$ cat src/rtl/bf16_pkg.sv
// Shared types and constants for the bf16 adder operand front-end.
// Decoded-operand layout, exponent offsets and the idle operand value.
package bf16_pkg;

    localparam int         GUARD_BITS  = 6;
    localparam int         MANT_W      = GUARD_BITS + 16;
    localparam int         EXP_OFFSET  = 127;
    localparam logic [7:0] EXP_SPECIAL = 8'hFF;

    typedef struct packed {
        logic [MANT_W-1:0] mant;
        logic [31:0]       exp;
        logic              s;
        logic              exc;
        logic              err;
    } op_t;

    localparam op_t OP_IDLE = '{
        mant: '0,
        exp:  32'(EXP_OFFSET),
        s:    1'b0,
        exc:  1'b0,
        err:  1'b0
    };

    // Infinity is a special exponent with a zero fraction.
    function automatic logic is_inf(input op_t op);
        return op.exc && !op.err;
    endfunction

endpackage

$ cat src/rtl/bf16_unpack_op.sv
// Combinational decoder for one bf16 operand into the adder-core field format.
// Subnormals flush to zero; inf/NaN raise exc, NaN also raises err.
module bf16_unpack_op
    import bf16_pkg::*;
(
    input  logic [15:0] x,
    output op_t         op
);

    logic [7:0] e;
    logic [6:0] m;

    assign e = x[14:7];
    assign m = x[6:0];

    always_comb begin
        // NOTE: every field gets a default before the branches so no path leaves op unassigned (no latch).
        op   = OP_IDLE;
        op.s = x[15];
        if (e == EXP_SPECIAL) begin
            op.exp = 32'(EXP_SPECIAL) + 32'(EXP_OFFSET);
            op.exc = 1'b1;
            op.err = (m != '0);
        end else if (e != '0) begin
            op.mant = MANT_W'({1'b1, m, 7'b0});
            op.exp  = 32'(e) + 32'(EXP_OFFSET);
        end
    end

endmodule

$ cat src/rtl/bf16_add_unpack.sv
// bf16 adder operand front-end: 2-entry pair FIFO, operand decode/issue registers
// and a LAT-deep valid delay line marking when the adder result belongs to an issue.
module bf16_add_unpack
    import bf16_pkg::*;
#(
    parameter int G   = 6,
    parameter int LAT = 4
) (
    input  logic          clk,
    input  logic          reset,
    input  logic [15:0]   a_i,
    input  logic [15:0]   b_i,
    input  logic          in_valid,
    output logic          in_ready,
    input  logic          issue_en,
    output logic [G+15:0] in1,
    output logic [G+15:0] in2,
    output logic [31:0]   exp_1,
    output logic [31:0]   exp_2,
    output logic          s_in1,
    output logic          s_in2,
    output logic          exc_flag_1,
    output logic          exc_flag_2,
    output logic          err_code_1,
    output logic          err_code_2,
    output logic          op_valid,
    output logic          res_valid,
    output logic [1:0]    occupancy
);

    logic [31:0]    mem [2];
    logic           wr_ptr;
    logic           rd_ptr;
    logic           push;
    logic           pop;
    logic [31:0]    head;
    op_t            dec_a;
    op_t            dec_b;
    op_t            fix_a;
    op_t            fix_b;
    logic           inf_minus_inf;
    op_t            op_a_q;
    op_t            op_b_q;
    logic [LAT-1:0] valid_pipe;

    assign in_ready = reset && (occupancy != 2'd2);
    assign push     = in_valid && in_ready;
    assign pop      = issue_en && (occupancy != 2'd0);

    // NOTE: pair storage carries no reset; occupancy and pointers alone decide what is live.
    always_ff @(posedge clk) begin
        if (push) begin
            mem[wr_ptr] <= {a_i, b_i};
        end
    end

    // NOTE: sequential state uses non-blocking assignments so every register samples pre-edge values.
    always_ff @(posedge clk) begin
        if (!reset) begin
            wr_ptr    <= 1'b0;
            rd_ptr    <= 1'b0;
            occupancy <= 2'd0;
        end else begin
            if (push) wr_ptr <= ~wr_ptr;
            if (pop)  rd_ptr <= ~rd_ptr;
            case ({push, pop})
                2'b10:   occupancy <= occupancy + 2'd1;
                2'b01:   occupancy <= occupancy - 2'd1;
                default: occupancy <= occupancy;
            endcase
        end
    end

    assign head = mem[rd_ptr];

    bf16_unpack_op u_dec_a (.x(head[31:16]), .op(dec_a));
    bf16_unpack_op u_dec_b (.x(head[15:0]),  .op(dec_b));

    // inf - inf has no defined value, so both lanes flag a NaN result.
    assign inf_minus_inf = is_inf(dec_a) && is_inf(dec_b) && (dec_a.s != dec_b.s);

    always_comb begin
        fix_a     = dec_a;
        fix_b     = dec_b;
        fix_a.err = dec_a.err || inf_minus_inf;
        fix_b.err = dec_b.err || inf_minus_inf;
    end

    always_ff @(posedge clk) begin
        if (!reset) begin
            op_a_q   <= OP_IDLE;
            op_b_q   <= OP_IDLE;
            op_valid <= 1'b0;
        end else if (pop) begin
            op_a_q   <= fix_a;
            op_b_q   <= fix_b;
            op_valid <= 1'b1;
        end else begin
            op_a_q   <= OP_IDLE;
            op_b_q   <= OP_IDLE;
            op_valid <= 1'b0;
        end
    end

    always_ff @(posedge clk) begin
        if (!reset) begin
            valid_pipe <= '0;
        end else begin
            valid_pipe <= (valid_pipe << 1) | LAT'(op_valid);
        end
    end

    assign res_valid  = valid_pipe[LAT-1];

    assign in1        = (G+16)'(op_a_q.mant);
    assign in2        = (G+16)'(op_b_q.mant);
    assign exp_1      = op_a_q.exp;
    assign exp_2      = op_b_q.exp;
    assign s_in1      = op_a_q.s;
    assign s_in2      = op_b_q.s;
    assign exc_flag_1 = op_a_q.exc;
    assign exc_flag_2 = op_b_q.exc;
    assign err_code_1 = op_a_q.err;
    assign err_code_2 = op_b_q.err;

endmodule

$ cat config.mk
export PLATFORM = sky130hd
export DESIGN_NAME = bf16_add_unpack
export DESIGN_NICKNAME = d
export VERILOG_FILES = /design/src/rtl/bf16_pkg.sv /design/src/rtl/bf16_unpack_op.sv /design/src/rtl/bf16_add_unpack.sv
export SDC_FILE = /design/constraint.sdc
export NUM_CORES = 1
export LEC_CHECK = 0
export ABC_AREA = 1
export ABC_CLOCK_PERIOD_IN_PS = 7900
export CELL_PAD_IN_SITES_DETAIL_PLACEMENT = 0
export CELL_PAD_IN_SITES_GLOBAL_PLACEMENT = 1
export CORE_MARGIN = 2
export CORE_UTILIZATION = 25
export DETAILED_ROUTE_END_ITERATION = 12
export GPL_ROUTABILITY_DRIVEN = 0
export PLACE_DENSITY_LB_ADDON = 0.2
export SLEW_MARGIN = 20
export SYNTH_ARGS = -nofsm -noshare
export SYNTH_HDL_FRONTEND = slang
export SYNTH_SLANG_ARGS = --single-unit
$ cat constraint.sdc
create_clock -name clk -period 7.9 [get_ports clk]
set_clock_uncertainty 0.05 [all_clocks]
set_input_delay 0.79 -clock clk [delete_from_list [all_inputs] [get_ports clk]]
set_output_delay 0.79 -clock clk [all_outputs]
set_load 0.05 [all_outputs]
Word level (Yosys, flattened, before mapping)
Memories as Yosys holds them, arrays and structs flattened. A register that Yosys moved wholly into a read port is not among the register bits.
Cells that the tools add are included.
{"block": "classes", "muxes": 12, "eq_ne": 6, "add_sub_neg": 4, "n_reduce_logical": 22, "n_bitwise": 7}
{"cell": "2-to-1 mux 47 bit", "n": 2}
{"cell": "adder 8 x 7 -> 9 bit, second input constant", "n": 2}
{"cell": "2-to-1 mux 9 bit", "n": 2}
{"cell": "equality test 8 bit, second input constant", "n": 2}
{"cell": "nonzero test 8 bit", "n": 2}
{"cell": "nonzero test 7 bit", "n": 2}
{"cell": "OR reduction 4 bit", "n": 2}
{"cell": "logical AND 1 bit", "n": 7}
{"cell": "inverter 1 bit", "n": 6}
{"cell": "OR reduction 3 bit", "n": 2}
{"cell": "2-to-1 mux 1 bit", "n": 5}
{"cell": "2-to-1 mux 2 bit", "n": 2}
{"cell": "OR 4 x 1 -> 4 bit", "n": 1}
{"cell": "one-hot mux 2 bit (2 select lines)", "n": 1}
{"cell": "nonzero test 2 bit", "n": 2}
{"cell": "adder 2 x 1 -> 2 bit, second input constant", "n": 1}
{"cell": "equality test 2 x 1 -> 1 bit, second input constant", "n": 1}
{"cell": "equality test 2 bit, second input constant", "n": 1}
{"cell": "logical NOT 1 bit", "n": 2}
{"cell": "logical OR 1 bit", "n": 2}
{"cell": "!= test 2 bit, second input constant", "n": 1}
{"cell": "AND reduction 2 bit", "n": 1}
{"cell": "subtractor 2 x 1 -> 2 bit, second input constant", "n": 1}
{"cell": "!= test 1 bit", "n": 1}
{"block": "word_totals", "output_inout_bits": 119, "inputBits": 36, "n_memories": 1, "word_cells": 71, "ramBits": 64, "ff_bits": 123}
{"memory": "mem", "depth": 2, "width": 32, "rd": 1, "rd_ports_with_merged_regs": 1, "write_ports": 1, "line_no": "bf16_add_unpack.sv:31", "rtl": "logic [31:0] mem [2];"}

Longest topological paths before layout
{"block": "logic_depth", "word_depth": 7, "ltp_mapped": 13}

Modules after synthesis
Synthesis repeated with hierarchy kept, for this count alone.
{"block": "hier_totals", "hier_cells": 712, "area_unflattened_um2": 7353.3}
{"mod": "bf16_add_unpack", "cells_per_inst": 503, "area_each_um2": 6074.6, "instances": 1}
{"mod": "bf16_unpack_op (u_dec_a)", "cells_per_inst": 106, "area_each_um2": 639.4, "instances": 1}
{"mod": "bf16_unpack_op (u_dec_b)", "cells_per_inst": 103, "area_each_um2": 639.4, "instances": 1}

Least setup slack after synthesis
Ideal clock, no wire load.
{"block": "synth_timing", "path_kind": "input port to flip-flop", "startpoint": "input port reset", "endpoint": "memory mem[0][0], enable pin", "arrival_ps": 3607, "setup_slack_ps": 3822, "setup_ps": 421, "path_buffers": 1, "path_stages": 5, "path_cell_list": "clkbuf_1 -> inv_1 -> a21oi_1 -> nand2_1 -> nor2_1"}
{"block": "synth_via", "elab_chain_len": 4}
{"item": "from (decl)", "line_no": "bf16_add_unpack.sv:10", "rtl": "input logic reset,"}
{"item": "logical AND 1 bit", "line_no": "bf16_add_unpack.sv:46", "rtl": "assign in_ready = reset && (occupancy != 2'd2);"}
{"item": "net in_ready", "line_no": "bf16_add_unpack.sv:14", "rtl": "output logic in_ready,"}
{"item": "logical AND 1 bit", "line_no": "bf16_add_unpack.sv:47", "rtl": "assign push = in_valid && in_ready;"}
{"item": "2-to-1 mux 1 bit", "line_no": "bf16_add_unpack.sv:52", "rtl": "if (push) begin"}
{"item": "2-to-1 mux 1 bit (implied by the code)", "line_no": "bf16_add_unpack.sv:53", "rtl": "mem[wr_ptr] <= {a_i, b_i};"}
{"item": "to (decl)", "line_no": "bf16_add_unpack.sv:31"}
The timed path passes the listed nets, and every way through them passes these cells.

Worst setup path in the final report
{"block": "layout_timing", "startpoint": "input port reset", "endpoint": "output port in_ready"}
{"block": "layout_via", "elab_chain_len": 1}
{"item": "logical AND 1 bit", "line_no": "bf16_add_unpack.sv:46"}
{"item": "to (decl)", "line_no": "bf16_add_unpack.sv:14"}
Every way passes these cells.

==> results.sh <==
export IMPL_status="finished, final reports clean"
export IMPL_cts_made_buffers=17
export IMPL_start_kind="primary input"
export IMPL_stdcell_area_um2=6430
export IMPL_slew_headroom=0.331
export IMPL_cp_depth=4
export IMPL_crit_buf_inv=3
export IMPL_worst_hold_startpoint="valid_pipe[2]"
export IMPL_clock_path_buffers=2
export IMPL_rsz0062_at_grt="no"
export IMPL_drt_iter0_markers=158
export IMPL_grt_busiest_layer="met2"
export IMPL_drv_slew=0
export IMPL_vias=3321
export IMPL_cts_max_level=4
export IMPL_mostFrequentLayoutCells="nand2_1, clkdlybuf4s50_1, conb_1"
export IMPL_portBuffers=80
export IMPL_cp_required_ns=7.06
export IMPL_dp_hpwl_um=7150
export IMPL_cts_setup_buffers=0
export IMPL_cp_top_family="buffers and inverters"
export IMPL_max_freq_ghz=0.294
export IMPL_synthCells=525
export IMPL_synth_cell_type_count=29
export IMPL_synth_area_um2=5090
export IMPL_synth_edf_count=64
export IMPL_min_period_over_period=0.430
export IMPL_ctsResizeCount=0
export IMPL_r2r_end="exp_2[3]"
export IMPL_ys_seq_area_frac=0.574
export IMPL_dieWidth_um=147
export IMPL_layout_commonest_cell="nand2_1"
export IMPL_ioPinCount=155
export IMPL_vias_per_cell=3.70
export IMPL_drc_errors=0
export IMPL_use_met1=0.121
export IMPL_cp_cell_sequence="clkdlybuf4s50_1 -> inv_1 -> a21oi_1 -> clkdlybuf4s50_1"
export IMPL_gr_total_overflow=0
export IMPL_path_clk_slew_ns=0.05
export IMPL_rows=52
export IMPL_use_met2=0.160
export IMPL_ir_drop_v=0.000134
export IMPL_syn_area_per_cell_um2=9.70
export IMPL_drive_above_1_share=0.107
export IMPL_synth_main_ff_cell="edfxtp_1"
export IMPL_start_util=0.253
export IMPL_r2r_cells=10
export IMPL_critical_path_peak_fanout=9
export IMPL_holdCritPathClass="reg2reg"
export IMPL_totalWireLength_um=10300
export IMPL_ant_nets=0
export IMPL_period_minus_slack_ns=3.40
export IMPL_grt_pass1_vias=3091
export IMPL_hold_buffers=0
export IMPL_hold_viol_final=0
export IMPL_yosys_warnings=0
export IMPL_design_core_area_um2=20100
export IMPL_antenna_found_initial=1
export IMPL_root_buffer="clkbuf_16"
export IMPL_place_area_um2=5880
export IMPL_leakagePower_nw=2.75
export IMPL_synth_seq_cells=114
export IMPL_critPathKind="in2out"
export IMPL_routedWlPerCell_um=11.5
export IMPL_dieArea_um2=21500
export IMPL_area_delta_synth_final_pct=26.3
export IMPL_grt_use_total=0.0995
export IMPL_die_h_um=147
export IMPL_synthArstFlopShare=0
export IMPL_setup_violations=0
export IMPL_slowest_stage="clkdlybuf4s50_1"
export IMPL_grt_max_degree=43
export IMPL_max_stage_delay_ns=0.83
export IMPL_finalPower_mw=1.71
export IMPL_clock_latency_ns=0.40
export IMPL_cap_violations=0
export IMPL_cts_tree="built"
export IMPL_power_density_nw_per_um2=266
export IMPL_critical_path_endpoint="in_ready"
export IMPL_clock_sinks=114
export IMPL_fillers=2079
export IMPL_firstDrtPassIters=4
export IMPL_worstMarginPinSlew_ns=1.00
export IMPL_endpoint_kind="output pin"
export IMPL_arrival_ns=2.56
export IMPL_fin_nets=657
export IMPL_finalSetupTns_ns=0
export IMPL_ff2ff_setup_slack_ns=5.27
export IMPL_crit_top_cell="clkdlybuf4s50_1"
export IMPL_met3_usage=0.0339
export IMPL_grt_pass1_wl_um=16200
export IMPL_crit_start="reset"
[state kept, by name, summed over array words and instances, names as in the netlist, 2 cells and up, named ones only]
| register | cells |
|---|---|
| in1 | 8 |
| mem | 64 |
| occupancy | 2 |
| exp_1 | 9 |
| exp_2 | 9 |
| valid_pipe | 4 |
| in2 | 8 |
[layout make-up]
type,count,area (um2),area share
well taps,270,338,0.0525
flip-flops and latches,114,2920,0.455
inverters,70,275,0.0428
clock inverters,9,91.3,0.0142
diodes,1,2.50,0.000389
multi-input cells,331,1540,0.240
repair buffers,80,801,0.125
clock buffers,23,458,0.0712
[routing by layer]
layer  vias to the layer above  routed length (um)  part of all wire
li1                       1677                   -                 -
met2                       130                4870              0.47
met5                         -                   0                 0
met3                        13                 685             0.066
met1                      1501                4600              0.45
met4                         0                 161             0.016
[worst min path at each step]
| stage | endpoint | slack [ns] | cells after the start |
|---|---|---|---|
| 2_1_floorplan | valid_pipe[1] | 0.34 | 2 |
| 6_report | valid_pipe[3] | 0.36 | 2 |
| 3_5_place_dp | valid_pipe[3] | 0.35 | 2 |
| 5_1_grt | valid_pipe[1] | 0.39 | 2 |
| 4_1_cts | valid_pipe[3] | 0.36 | 2 |
| 3_3_place_gp | valid_pipe[1] | 0.35 | 2 |
[power breakdown]
group	total (mW)	internal, mW	switching, mW	leakage [nW]
Clock	0.706	0.465	0.240	0.271
Combinational	0.324	0.0805	0.244	1.49
Sequential	0.683	0.661	0.0215	0.993
[stage by stage]
stage / std cells / setup slack [ns] / util / hold slack (ns)
after global routing: 897 / 4.38 / 0.320 / 0.388
after global placement: 865 / 4.53 / 0.292 / 0.354
after floorplan: 598 / 3.82 / - / 0.340
after CTS: 897 / 4.49 / 0.320 / 0.361
after detailed placement: 865 / 4.49 / 0.292 / 0.354
final: 898 / 4.50 / 0.320 / 0.359
[tightest hold or removal path, stage by stage (launching register included)]
cell	delay, ns
dfxtp_1	0.30
nand2_1	0.04
inv_1	0.04
[cell usage after synthesis, types with 2 or more instances]
cell / count / area [um2]
a21oi_1: 7 / 35.0
buf_4: 76 / 571
buf_6: 6 / 67.6
dfxtp_1: 50 / 1000
edfxtp_1: 64 / 1920
ha_1: 7 / 87.6
inv_1: 66 / 248
inv_6: 2 / 17.5
nand2_1: 136 / 510
nand2_2: 12 / 75.1
nand2_4: 2 / 22.5
nand3_1: 18 / 90.1
nand4_1: 2 / 12.5
nor2_1: 25 / 93.8
nor2_2: 17 / 106
nor2_4: 2 / 22.5
nor2_8: 2 / 40.0
nor3_1: 2 / 10.0
o21ai_0: 11 / 55.1
o21ai_1: 8 / 40.0
o21ai_2: 2 / 17.5
[cells by family (layout without fill, tap and decap cells)]
| kind of cell | after synthesis | in the layout | share of synthesized area |
|---|---|---|---|
| AOI/OAI and AO/OA | 30 | 30 | 0.0317 |
| other | 1 | 75 | 0.000737 |
| and+or+nand+nor | 219 | 219 | 0.194 |
| DFF | 114 | 114 | 0.574 |
| buffers and inverters | 153 | 182 | 0.180 |
| adders and majority gates | 7 | 7 | 0.0172 |
| xor gates and xnor gates | 1 | 1 | 0.00172 |
No activity file was read; power rests on OpenSTA's default activity.
